[config.mk]
export PLATFORM = sky130hd
export DESIGN_NAME = operand_skew_feeder_flat
export DESIGN_NICKNAME = d
export VERILOG_FILES = /design/src/rtl/neurex_pkg.sv /design/src/rtl/operand_skew_feeder_if.sv /design/src/rtl/skew_line.sv /design/src/rtl/operand_skew_feeder.sv /design/src/flat_wrapper.sv
export SDC_FILE = /design/constraint.sdc
export NUM_CORES = 2
export LEC_CHECK = 0
export CORE_MARGIN = 2
export CORE_UTILIZATION = 54
export DETAILED_ROUTE_END_ITERATION = 8
export PLACE_DENSITY = 0.9
export SLEW_MARGIN = 20
export SYNTH_ARGS = -nofsm -noshare
export SYNTH_HDL_FRONTEND = slang
export SYNTH_SLANG_ARGS = --single-unit
[constraint.sdc]
create_clock -name clk -period 10.4 [get_ports clk]
set_input_delay 2.08 -clock clk [delete_from_list [all_inputs] [get_ports clk]]
set_output_delay 2.08 -clock clk [all_outputs]
set_load 0.02 [all_outputs]
[src/rtl/neurex_pkg.sv]
// Shared types and helpers for the operand skew feeder: FSM state encoding
// and the width of the beat counters derived from the dimension width.
package neurex_pkg;

   typedef enum logic [1:0] {
      IDLE  = 2'd0,
      LOAD  = 2'd1,
      DRAIN = 2'd2,
      DONE  = 2'd3
   } feeder_state_t;

   // Dimension products (and hence beat counts) need twice the dimension width.
   function automatic int beat_cnt_w(input int dim_w);
      return 2 * dim_w;
   endfunction

endpackage

[src/rtl/operand_skew_feeder_if.sv]
// Operand beat streams into the feeder and the skewed row/column feed out of it.
interface operand_skew_feeder_if #(
   parameter int SYS_ROW    = 4,
   parameter int SYS_COL    = 4,
   parameter int DATA_WIDTH = 16
);
   logic                                 in_valid;
   logic                                 in_ready;
   logic [SYS_ROW-1:0][DATA_WIDTH-1:0]   in_data;
   logic                                 w_valid;
   logic                                 w_ready;
   logic [SYS_COL-1:0][DATA_WIDTH-1:0]   w_data;
   logic [SYS_ROW-1:0]                   arr_in_en;
   logic [SYS_ROW-1:0][DATA_WIDTH-1:0]   arr_in_data;
   logic [SYS_COL-1:0]                   arr_w_en;
   logic [SYS_COL-1:0][DATA_WIDTH-1:0]   arr_w_data;

   modport master (
      output in_valid, in_data, w_valid, w_data,
      input  in_ready, w_ready, arr_in_en, arr_in_data, arr_w_en, arr_w_data
   );

   modport slave (
      input  in_valid, in_data, w_valid, w_data,
      output in_ready, w_ready, arr_in_en, arr_in_data, arr_w_en, arr_w_data
   );
endinterface

[src/rtl/skew_line.sv]
// Fixed-depth delay line for one array lane; data is forced to zero whenever
// the lane carries no beat so idle slots reach the array as en=0, data=0.
module skew_line #(
   parameter int DEPTH      = 1,
   parameter int DATA_WIDTH = 16
) (
   input  logic                  clk,
   input  logic                  rst,
   input  logic                  en_in,
   input  logic [DATA_WIDTH-1:0] data_in,
   output logic                  en_out,
   output logic [DATA_WIDTH-1:0] data_out
);

   logic [DEPTH-1:0]                 en_p;
   logic [DEPTH-1:0][DATA_WIDTH-1:0] data_p;

   always_ff @(posedge clk) begin
      if (rst) begin
         en_p   <= '0;
         data_p <= '0;
      end else begin
         en_p[0]   <= en_in;
         data_p[0] <= en_in ? data_in : '0;
         for (int i = 1; i < DEPTH; i++) begin
            en_p[i]   <= en_p[i-1];
            data_p[i] <= data_p[i-1];
         end
      end
   end

   assign en_out   = en_p[DEPTH-1];
   assign data_out = data_p[DEPTH-1];

endmodule

[src/rtl/operand_skew_feeder.sv]
// Accepts input/weight operand beats for an M x K x N job and feeds them to a
// systolic array with lane k delayed k+1 cycles, then drains and reports done.
module operand_skew_feeder
   import neurex_pkg::*;
#(
   parameter int SYS_ROW    = 4,
   parameter int SYS_COL    = 4,
   parameter int DATA_WIDTH = 16,
   parameter int DIM_WIDTH  = 16
) (
   input  logic                 clk,
   input  logic                 rst,
   input  logic [DIM_WIDTH-1:0] num_in,
   input  logic [DIM_WIDTH-1:0] num_common,
   input  logic [DIM_WIDTH-1:0] num_out,
   input  logic                 start,
   operand_skew_feeder_if.slave bus,
   output logic                 busy,
   output logic                 done,
   output logic                 err
);

   localparam int CNT_W     = beat_cnt_w(DIM_WIDTH);
   localparam int ROW_SH    = $clog2(SYS_ROW);
   localparam int COL_SH    = $clog2(SYS_COL);
   localparam int DRAIN_LEN = (SYS_ROW > SYS_COL) ? SYS_ROW : SYS_COL;
   localparam int DRAIN_W   = $clog2(DRAIN_LEN + 1);

   feeder_state_t state, state_n;

   logic                 pend;
   logic [DIM_WIDTH-1:0] m_q, k_q, n_q;
   logic [CNT_W-1:0]     in_prod, w_prod, in_total, w_total;
   logic [CNT_W-1:0]     in_cnt, w_cnt, in_cnt_n, w_cnt_n;
   logic [DRAIN_W-1:0]   drain_cnt;
   logic                 err_q;
   logic                 dim_bad;
   logic                 start_acc;
   logic                 in_rdy, w_rdy, in_acc, w_acc;
   logic [SYS_ROW-1:0]                 row_en;
   logic [SYS_ROW-1:0][DATA_WIDTH-1:0] row_data;
   logic [SYS_COL-1:0]                 col_en;
   logic [SYS_COL-1:0][DATA_WIDTH-1:0] col_data;

   // Job sizing from the latched dimensions; lane counts are powers of two.
   assign in_prod  = CNT_W'(m_q) * CNT_W'(k_q);
   assign w_prod   = CNT_W'(k_q) * CNT_W'(n_q);
   assign in_total = in_prod >> ROW_SH;
   assign w_total  = w_prod >> COL_SH;
   assign dim_bad  = (m_q == '0) || (k_q == '0) || (n_q == '0) ||
                     (in_prod[ROW_SH-1:0] != '0) || (w_prod[COL_SH-1:0] != '0);

   assign start_acc = start && (state == IDLE) && !pend;
   assign in_rdy    = (state == LOAD) && (in_cnt < in_total);
   assign w_rdy     = (state == LOAD) && (w_cnt < w_total);
   assign in_acc    = bus.in_valid && in_rdy;
   assign w_acc     = bus.w_valid && w_rdy;
   assign in_cnt_n  = in_cnt + CNT_W'(in_acc);
   assign w_cnt_n   = w_cnt + CNT_W'(w_acc);

   always_comb begin
      state_n = state;
      case (state)
         IDLE:    if (pend) state_n = dim_bad ? DONE : LOAD;
         LOAD:    if ((in_cnt_n == in_total) && (w_cnt_n == w_total)) state_n = DRAIN;
         DRAIN:   if (drain_cnt == DRAIN_W'(DRAIN_LEN - 1)) state_n = DONE;
         DONE:    state_n = IDLE;
         default: state_n = IDLE;
      endcase
   end

   // A start in IDLE spends one cycle pending so the products settle from the
   // latched dimensions before the job is validated.
   always_ff @(posedge clk) begin
      if (rst) begin
         state     <= IDLE;
         pend      <= 1'b0;
         m_q       <= '0;
         k_q       <= '0;
         n_q       <= '0;
         in_cnt    <= '0;
         w_cnt     <= '0;
         drain_cnt <= '0;
         err_q     <= 1'b0;
      end else begin
         state <= state_n;
         if (start_acc) begin
            m_q    <= num_in;
            k_q    <= num_common;
            n_q    <= num_out;
            pend   <= 1'b1;
            err_q  <= 1'b0;
            in_cnt <= '0;
            w_cnt  <= '0;
         end else begin
            if (pend) begin
               pend  <= 1'b0;
               err_q <= dim_bad;
            end
            in_cnt <= in_cnt_n;
            w_cnt  <= w_cnt_n;
         end
         if (state == DRAIN) drain_cnt <= drain_cnt + DRAIN_W'(1);
         else                drain_cnt <= '0;
      end
   end

   // Per-lane skew: lane k is delayed k+1 cycles after acceptance.
   for (genvar k = 0; k < SYS_ROW; k++) begin : g_row
      skew_line #(.DEPTH(k + 1), .DATA_WIDTH(DATA_WIDTH)) u_line (
         .clk      (clk),
         .rst      (rst),
         .en_in    (in_acc),
         .data_in  (bus.in_data[k]),
         .en_out   (row_en[k]),
         .data_out (row_data[k])
      );
   end

   for (genvar k = 0; k < SYS_COL; k++) begin : g_col
      skew_line #(.DEPTH(k + 1), .DATA_WIDTH(DATA_WIDTH)) u_line (
         .clk      (clk),
         .rst      (rst),
         .en_in    (w_acc),
         .data_in  (bus.w_data[k]),
         .en_out   (col_en[k]),
         .data_out (col_data[k])
      );
   end

   assign bus.in_ready    = in_rdy;
   assign bus.w_ready     = w_rdy;
   assign bus.arr_in_en   = row_en;
   assign bus.arr_in_data = row_data;
   assign bus.arr_w_en    = col_en;
   assign bus.arr_w_data  = col_data;

   assign busy = (state == LOAD) || (state == DRAIN);
   assign done = (state == DONE);
   assign err  = err_q;

endmodule

[src/flat_wrapper.sv]
// flat-port wrapper written by rule: the top's interface ports become plain ports
module operand_skew_feeder_flat import neurex_pkg::*;
#(
   parameter int SYS_ROW    = 4,
   parameter int SYS_COL    = 4,
   parameter int DATA_WIDTH = 16,
   parameter int DIM_WIDTH  = 16
)
  (clk, rst, num_in, num_common, num_out, start, busy, done, err, bus_in_valid, bus_in_data, bus_w_valid, bus_w_data, bus_in_ready, bus_w_ready, bus_arr_in_en, bus_arr_in_data, bus_arr_w_en, bus_arr_w_data);
  operand_skew_feeder_if #(.SYS_ROW(SYS_ROW), .SYS_COL(SYS_COL), .DATA_WIDTH(DATA_WIDTH)) bus_i ();
  input  logic clk;
  input  logic rst;
  input  logic [DIM_WIDTH-1:0] num_in;
  input  logic [DIM_WIDTH-1:0] num_common;
  input  logic [DIM_WIDTH-1:0] num_out;
  input  logic start;
  output logic busy;
  output logic done;
  output logic err;
  input wire logic [$bits(bus_i.in_valid)-1:0] bus_in_valid;
  input wire logic [$bits(bus_i.in_data)-1:0] bus_in_data;
  input wire logic [$bits(bus_i.w_valid)-1:0] bus_w_valid;
  input wire logic [$bits(bus_i.w_data)-1:0] bus_w_data;
  output wire logic [$bits(bus_i.in_ready)-1:0] bus_in_ready;
  output wire logic [$bits(bus_i.w_ready)-1:0] bus_w_ready;
  output wire logic [$bits(bus_i.arr_in_en)-1:0] bus_arr_in_en;
  output wire logic [$bits(bus_i.arr_in_data)-1:0] bus_arr_in_data;
  output wire logic [$bits(bus_i.arr_w_en)-1:0] bus_arr_w_en;
  output wire logic [$bits(bus_i.arr_w_data)-1:0] bus_arr_w_data;
  assign bus_i.in_valid = bus_in_valid;
  assign bus_i.in_data = bus_in_data;
  assign bus_i.w_valid = bus_w_valid;
  assign bus_i.w_data = bus_w_data;
  assign bus_in_ready = bus_i.in_ready;
  assign bus_w_ready = bus_i.w_ready;
  assign bus_arr_in_en = bus_i.arr_in_en;
  assign bus_arr_in_data = bus_i.arr_in_data;
  assign bus_arr_w_en = bus_i.arr_w_en;
  assign bus_arr_w_data = bus_i.arr_w_data;
  operand_skew_feeder #(.SYS_ROW(SYS_ROW), .SYS_COL(SYS_COL), .DATA_WIDTH(DATA_WIDTH), .DIM_WIDTH(DIM_WIDTH)) u_core (.clk(clk), .rst(rst), .num_in(num_in), .num_common(num_common), .num_out(num_out), .start(start), .bus(bus_i), .busy(busy), .done(done), .err(err));
endmodule
Word level (Yosys, flattened, before mapping) --
Cells that the tools add are included.
Word-level totals: word-level logic and storage cells 86, bits of input ports 181, register bits after elaboration 459, output and inout port bits 141
Operators by class: $add $sub $neg 3, multiplexer cells 6, magnitude comparators 2, multiply operators 2, bitwise gates (word level) 3, reductions and logical operators 24, eq/ne operators 9
Operator list (count):
- adder 32 x 1 -> 32 bit | 2
- equality test 32 x 30 -> 1 bit | 2
- < comparator 32 x 30 -> 1 bit | 2
- multiplier 16 x 16 -> 32 bit | 2
- logical NOT 16 bit | 3
- 2-to-1 mux 2 bit | 4
- case mux 2 bit (4 select lines) | 1
- OR reduction 2 bit | 4
- logical AND 1 bit | 7
- logical OR 1 bit | 5
- equality test 2 bit, second input constant | 2
- inequality test 2 x 1 -> 1 bit, second input constant | 2
- nonzero test 2 bit | 2
- adder 3 x 1 -> 3 bit, second input constant | 1
- equality test 3 x 2 -> 1 bit, second input constant | 1
- inverter 1 bit | 3
- AND reduction 3 bit | 1
- equality test 2 x 1 -> 1 bit, second input constant | 1
- logical NOT 2 bit | 1
- inequality test 2 bit, second input constant | 1
- logical NOT 1 bit | 1
- 2-to-1 mux 1 bit | 1

Logic depth before layout (Yosys ltp) --
depth after elaboration 9, depth in mapped cells 52

Hierarchy --
A second synthesis with hierarchy kept.
Unflattened totals: cell total of the unflattened synthesis 3720, area total of the unflattened synthesis 35436.5 um^2
Modules (own cells, without submodules):
- operand_skew_feeder | area each 25204.2 um^2, cells each 2904, instances 1
- skew_line (u_core.g_col[3].u_line ...) | area each 2001.9 um^2, cells each 160, instances 2
- skew_line (u_core.g_col[2].u_line ...) | area each 1532.7 um^2, cells each 124, instances 2
- skew_line (u_core.g_col[1].u_line ...) | area each 1076.0 um^2, cells each 88, instances 2
- skew_line (u_core.g_col[0].u_line ...) | area each 505.5 um^2, cells each 36, instances 2

Worst setup path before layout --
No wires, ideal clock.
kind register to register, start reg u_core.m_q[7], end reg u_core.state[0], setup time 0.128 ns, arrival 10.158 ns, data required time 10.272 ns, path slack 0.115 ns, cell stages (with the launch flop) 52, cell sequence dfxtp_1 clkbuf_1 clkbuf_1 nand2_1 fa_1 inv_1 fa_1 inv_1 fa_1 inv_1 fa_1 fa_1 inv_1 fa_1 inv_1 ha_1 clkbuf_1 nand2_1 [16 not listed] o211ai_1 nand3_1 nand2_1 inv_1 ha_1 ha_1 and3_1 nand4_1 nor2_1 nand2_1 xor2_1 xor2_1 or4_1 nor4_1 nand4_1 nor4_2 a31oi_1 mux2i_1
On the way: cells in the longest elaborated chain, start to end 9
Ends and longest elaborated chain:
- start, declared | RTL line operand_skew_feeder.sv:32 | logic [DIM_WIDTH-1:0] m_q, k_q, n_q;
- start signal, assigned | RTL line operand_skew_feeder.sv:88 | m_q <= num_in;
- multiplier 16 x 16 -> 32 bit | RTL line operand_skew_feeder.sv:46 | assign in_prod = CNT_W'(m_q) * CNT_W'(k_q);
- < comparator 32 x 30 -> 1 bit | RTL line operand_skew_feeder.sv:54 | assign in_rdy = (state == LOAD) && (in_cnt < in_total);
- logical AND 1 bit | RTL line operand_skew_feeder.sv:54
- logical AND 1 bit | RTL line operand_skew_feeder.sv:56 | assign in_acc = bus.in_valid && in_rdy;
- via u_core.g_row[0].u_line.en_in | RTL line skew_line.sv:9 | input logic en_in,
- adder 32 x 1 -> 32 bit | RTL line operand_skew_feeder.sv:58 | assign in_cnt_n = in_cnt + CNT_W'(in_acc);
- equality test 32 x 30 -> 1 bit | RTL line operand_skew_feeder.sv:65 | LOAD: if ((in_cnt_n == in_total) && (w_cnt_n == w_total)) state_n = DRAIN;
- logical AND 1 bit | RTL line operand_skew_feeder.sv:65
- inequality test 2 bit (no line)
- AND reduction 3 bit (no line)
- end signal, assigned | RTL line operand_skew_feeder.sv:86 | state <= state_n;
- end, declared | RTL line operand_skew_feeder.sv:29 | feeder_state_t state, state_n;
The timed path passes the listed nets, and every way through them passes these cells. A chain may end at the register's enable or synchronous reset.

Final worst setup path --
start reg u_core.k_q[4], end reg u_core.state[0]
On the way: cells in the longest elaborated chain, start to end 9
Ends and longest elaborated chain:
- start, declared | RTL line operand_skew_feeder.sv:32
- start signal, assigned | RTL line operand_skew_feeder.sv:89 | k_q <= num_common;
- multiplier 16 x 16 -> 32 bit | RTL line operand_skew_feeder.sv:46
- < comparator 32 x 30 -> 1 bit | RTL line operand_skew_feeder.sv:54
- logical AND 1 bit | RTL line operand_skew_feeder.sv:54
- logical AND 1 bit | RTL line operand_skew_feeder.sv:56
- via u_core.g_row[0].u_line.en_in | RTL line skew_line.sv:9
- adder 32 x 1 -> 32 bit | RTL line operand_skew_feeder.sv:58
- via u_core.in_cnt_n[1] | RTL line operand_skew_feeder.sv:34 | logic [CNT_W-1:0] in_cnt, w_cnt, in_cnt_n, w_cnt_n;
- equality test 32 x 30 -> 1 bit | RTL line operand_skew_feeder.sv:65
- logical AND 1 bit | RTL line operand_skew_feeder.sv:65
- inequality test 2 bit (no line)
- AND reduction 3 bit (no line)
The timed path passes the listed nets, and every way through them passes these cells.

==> metrics <==
most common library cell in the layout ignoring fill and taps=sky130_fd_sc_hd__inv_1; I/O pin count=322; Post-DRT Antenna Nets=0; clock slew seen by the registers of the worst setup and hold paths=0.06 ns; final count of pins violating max slew=0; Die Footprint=65020 um^2; via density per instance=5.433; worst-case reg-to-reg path depth=47; port buffer count=321; peak per-stage delay on the critical path=0.60 ns; status=finished, final reports clean; initial detailed-routing violation count=2232; Floorplan Core Area=62620 um^2; CP required=10.88 ns; floorplan die height=255.0 um; width of the die=255.0 um; max-cap check violation count=0; Skew-Pair Late Insertion Delay=0.62 ns; final routed DRC violation total=0; post-route clock period utilization=99.76%; Hold Startpoint=u_core.g_col[3].u_line.data_p[9]$_SDFF_PP0_; synthesized netlist net count=4461; CP arrival=10.85 ns; number of antenna violations at the first check in global routing=4; setup repair after global routing missed its margin=yes; total CTS buffers=47; kind of capture point of the worst setup path=flop; FF-to-FF setup slack=0.02 ns; Setup crit start kind=flop; number of cells after detailed placement=4711; cell with the biggest individual delay on the critical path=sky130_fd_sc_hd__fa_2; net count reported at finish=4769; total count of hold-check failures in the final report=0; Gate Count Post-Synth=3615; fraction of the core area covered by cells at the end of the flow=64.78%; final WL=92440 um; Clock Sink Count=447; fraction of layout instances using a drive strength above 1=10.61%; Worst Tran Pin Value=1.016 ns; maximum number of pins on one net before global-route repair=124; IR drop worst, VDD=0.1621 mV; power density over cell area=146.1 nW/um^2; CTS H-Tree Depth=2; Min-Delay Path Class=flop to flop; initial core utilization=54.32%; proportion of netlist area held by the largest area contributor=26.31%; wire length of the first global-routing pass=144700 um; Synth Area per Inst=9.410 um^2; count of final setup violators=0; drt pass-1 iters=5; Worst Hold Endpoint=u_core.g_col[3].u_line.data_p[25]$_SDFF_PP0_; Worst slew margin=32.28%; leakage component of the power=18.91 nW; time the final worst path needs with I/O delays and setup=10.38 ns; Std-Cell Rows=92; Primary FF master, synth=sky130_fd_sc_hd__dfxtp_1; synth warn=0; post-DP HPWL=69380 um; most used cell, CP=sky130_fd_sc_hd__a21o_1; cell chosen for the clock root=sky130_fd_sc_hd__clkbuf_16; CP Class=flop to flop; post-DR wirelength/cell=19.23 um; post-place setup slack=-0.4108 ns; top area cells in the synthesized netlist=sky130_fd_sc_hd__dfxtp_1, sky130_fd_sc_hd__fa_1, sky130_fd_sc_hd__ha_1, sky130_fd_sc_hd__and2_1, sky130_fd_sc_hd__inv_1; ys async rst share=0%; final clock skew=0.04108 ns; total gr overflow=0; overall routing resource usage=28.30%; maximum fanout along the worst path=5; post-synthesis cell type with the largest combined area=sky130_fd_sc_hd__dfxtp_1; sequential share of the synthesized area=26.31%; number of synthesized register bits=447; via count of the first global-routing pass=27420; Longest Clk Path Bufs=3; number of non-filler instances in the completed layout=4806; maximum operating frequency=0.09638 GHz; final weighted congestion of routability-driven global placement=0.9701; hold path depth=1; commonest non-fill, non-tap cells in the layout=sky130_fd_sc_hd__inv_1, sky130_fd_sc_hd__dfxtp_1, sky130_fd_sc_hd__fa_1; Overall Power=5.926 mW; area growth from synthesis to final layout=19.24%; capture instance of the worst register-to-register path=u_core.state[0]$_SDFFE_PP0P_; library cells used by synthesis=76; Final WS setup=0.02452 ns; launching point of the worst reg2reg path=u_core.k_q[4]$_SDFFE_PP0P_; count of vias placed by the detailed router=26110; number of enable flip-flop cells after synthesis=0; netlist area before placement=34020 um^2; TritonCTS clock tree=yes
## critical path: cells and delay by family, from the launching register on
family | cells | cell delay, ns
AO/OA/AOI/OAI | 15 | 2.55
XOR/XNOR | 2 | 0.35
adder cells (fa/ha/maj) | 10 | 3.99
buffers and inverters | 5 | 0.31
flip-flops | 1 | 0.37
multiplexers | 1 | 0.15
AND/OR/NAND/NOR | 14 | 2.51
## synth_stat cells, drive strengths merged, types with 3 or more instances
| library cell | count |
|---|---|
| o211ai | 9 |
| nor3 | 12 |
| a31o | 3 |
| nand2 | 360 |
| nor3b | 5 |
| dfxtp | 447 |
| nand2b | 11 |
| ha | 277 |
| buf | 113 |
| mux2i | 5 |
| a22o | 48 |
| fa | 388 |
| a31oi | 7 |
| nor2b | 210 |
| or3 | 8 |
| nand4b | 5 |
| and4 | 17 |
| nor2 | 144 |
| nor4 | 21 |
| nand4 | 38 |
| o311a | 3 |
| o21bai | 5 |
| a21o | 41 |
| clkbuf | 167 |
| a21oi | 72 |
| o21ai | 45 |
| o2111ai | 3 |
| o21a | 11 |
| xnor3 | 12 |
| xnor2 | 80 |
| a211oi | 9 |
| o31ai | 5 |
| a211o | 6 |
| a2111oi | 3 |
| or4 | 5 |
| and4b | 3 |
| a21boi | 4 |
| inv | 475 |
| and3 | 16 |
| nand3 | 49 |
| xor2 | 75 |
| and2 | 367 |
| nor4b | 6 |
| nand3b | 3 |
## flip-flops by register name, summed over array words and instances, names as in the netlist
name,cells
u_core.g_col.u_line.data_p,96
u_core.g_row.u_line.data_p,96
u_core.g_col.u_line.data_out,64
u_core.g_row.u_line.data_out,64
u_core.in_cnt,32
u_core.w_cnt,32
u_core.k_q,16
u_core.m_q,16
u_core.n_q,16
u_core.g_col.u_line.en_p,4
u_core.g_row.u_line.en_p,4
u_core.drain_cnt,3
u_core.state,2
u_core.err,1
u_core.pend,1
## cell type report
type | instances | area, um^2
diodes | 2 | 5.005
well taps | 846 | 1059
inverters | 475 | 1783
clock inverters | 21 | 286.5
flip-flops and latches | 447 | 9002
multi-input cells | 2413 | 22190
repair buffers | 539 | 4933
fillers | 4458 | 22060
clock buffers | 63 | 1306
## metrics by stage
stage | cell area [um^2] | hold slack (ns) | setup TNS (ns)
floorplan | 34020 | 0.3992 | 0
global placement | 38500 | 0.4082 | -0.4674
detailed placement | 38500 | 0.4211 | -0.8119
CTS | 40180 | 0.4049 | -0.2450
global route | 40560 | 0.4267 | -1.222
finish | 40560 | 0.4096 | 0
## how the worst max path moves through the flow
stage	start	endpoint	slack, ns	cells after the start
after global placement	u_core.m_q[6]$_SDFFE_PP0P_	u_core.state[1]$_SDFFE_PP0P_	-0.23	47
after floorplan	u_core.m_q[7]$_SDFFE_PP0P_	u_core.state[0]$_SDFFE_PP0P_	0.11	51
after detailed placement	u_core.m_q[6]$_SDFFE_PP0P_	u_core.state[0]$_SDFFE_PP0P_	-0.41	47
after CTS	u_core.k_q[4]$_SDFFE_PP0P_	u_core.state[0]$_SDFFE_PP0P_	-0.12	47
final	u_core.k_q[4]$_SDFFE_PP0P_	u_core.state[0]$_SDFFE_PP0P_	0.02	47
after global routing	u_core.k_q[6]$_SDFFE_PP0P_	u_core.state[0]$_SDFFE_PP0P_	-0.42	47
## power breakdown
group / switching, mW / internal (mW)
Clock: 0.760 / 0.973
Combinational: 1.30 / 0.988
Sequential: 0.105 / 1.80
## kinds of logic after synthesis
| kind of cell | count (synthesis) | synth area share, % |
|---|---|---|
| AO/OA/AOI/OAI | 288 | 5.822 |
| XOR/XNOR | 168 | 4.855 |
| adder cells (fa/ha/maj) | 665 | 33.02 |
| buffers and inverters | 755 | 9.534 |
| flip-flops | 447 | 26.31 |
| multiplexers | 6 | 0.1802 |
| AND/OR/NAND/NOR | 1286 | 20.28 |
## repair_timing
action,in CTS,in global routing
hold buffers,0,0
endpoints found under the setup margin,4,4
pin swaps,2,16
setup buffers,3,6
gates resized for setup,34,95
## metal layers
layer / wire, um / up-vias / GRT usage, %
met5: 20 / - / 0
met4: 5245 / 4 / 14.47
met3: 8560 / 334 / 7.068
met2: 43690 / 1361 / 46.62
met1: 34920 / 12600 / 34.45
li1: - / 11810 / -
Note: power is estimated with default switching activity, not from simulation.
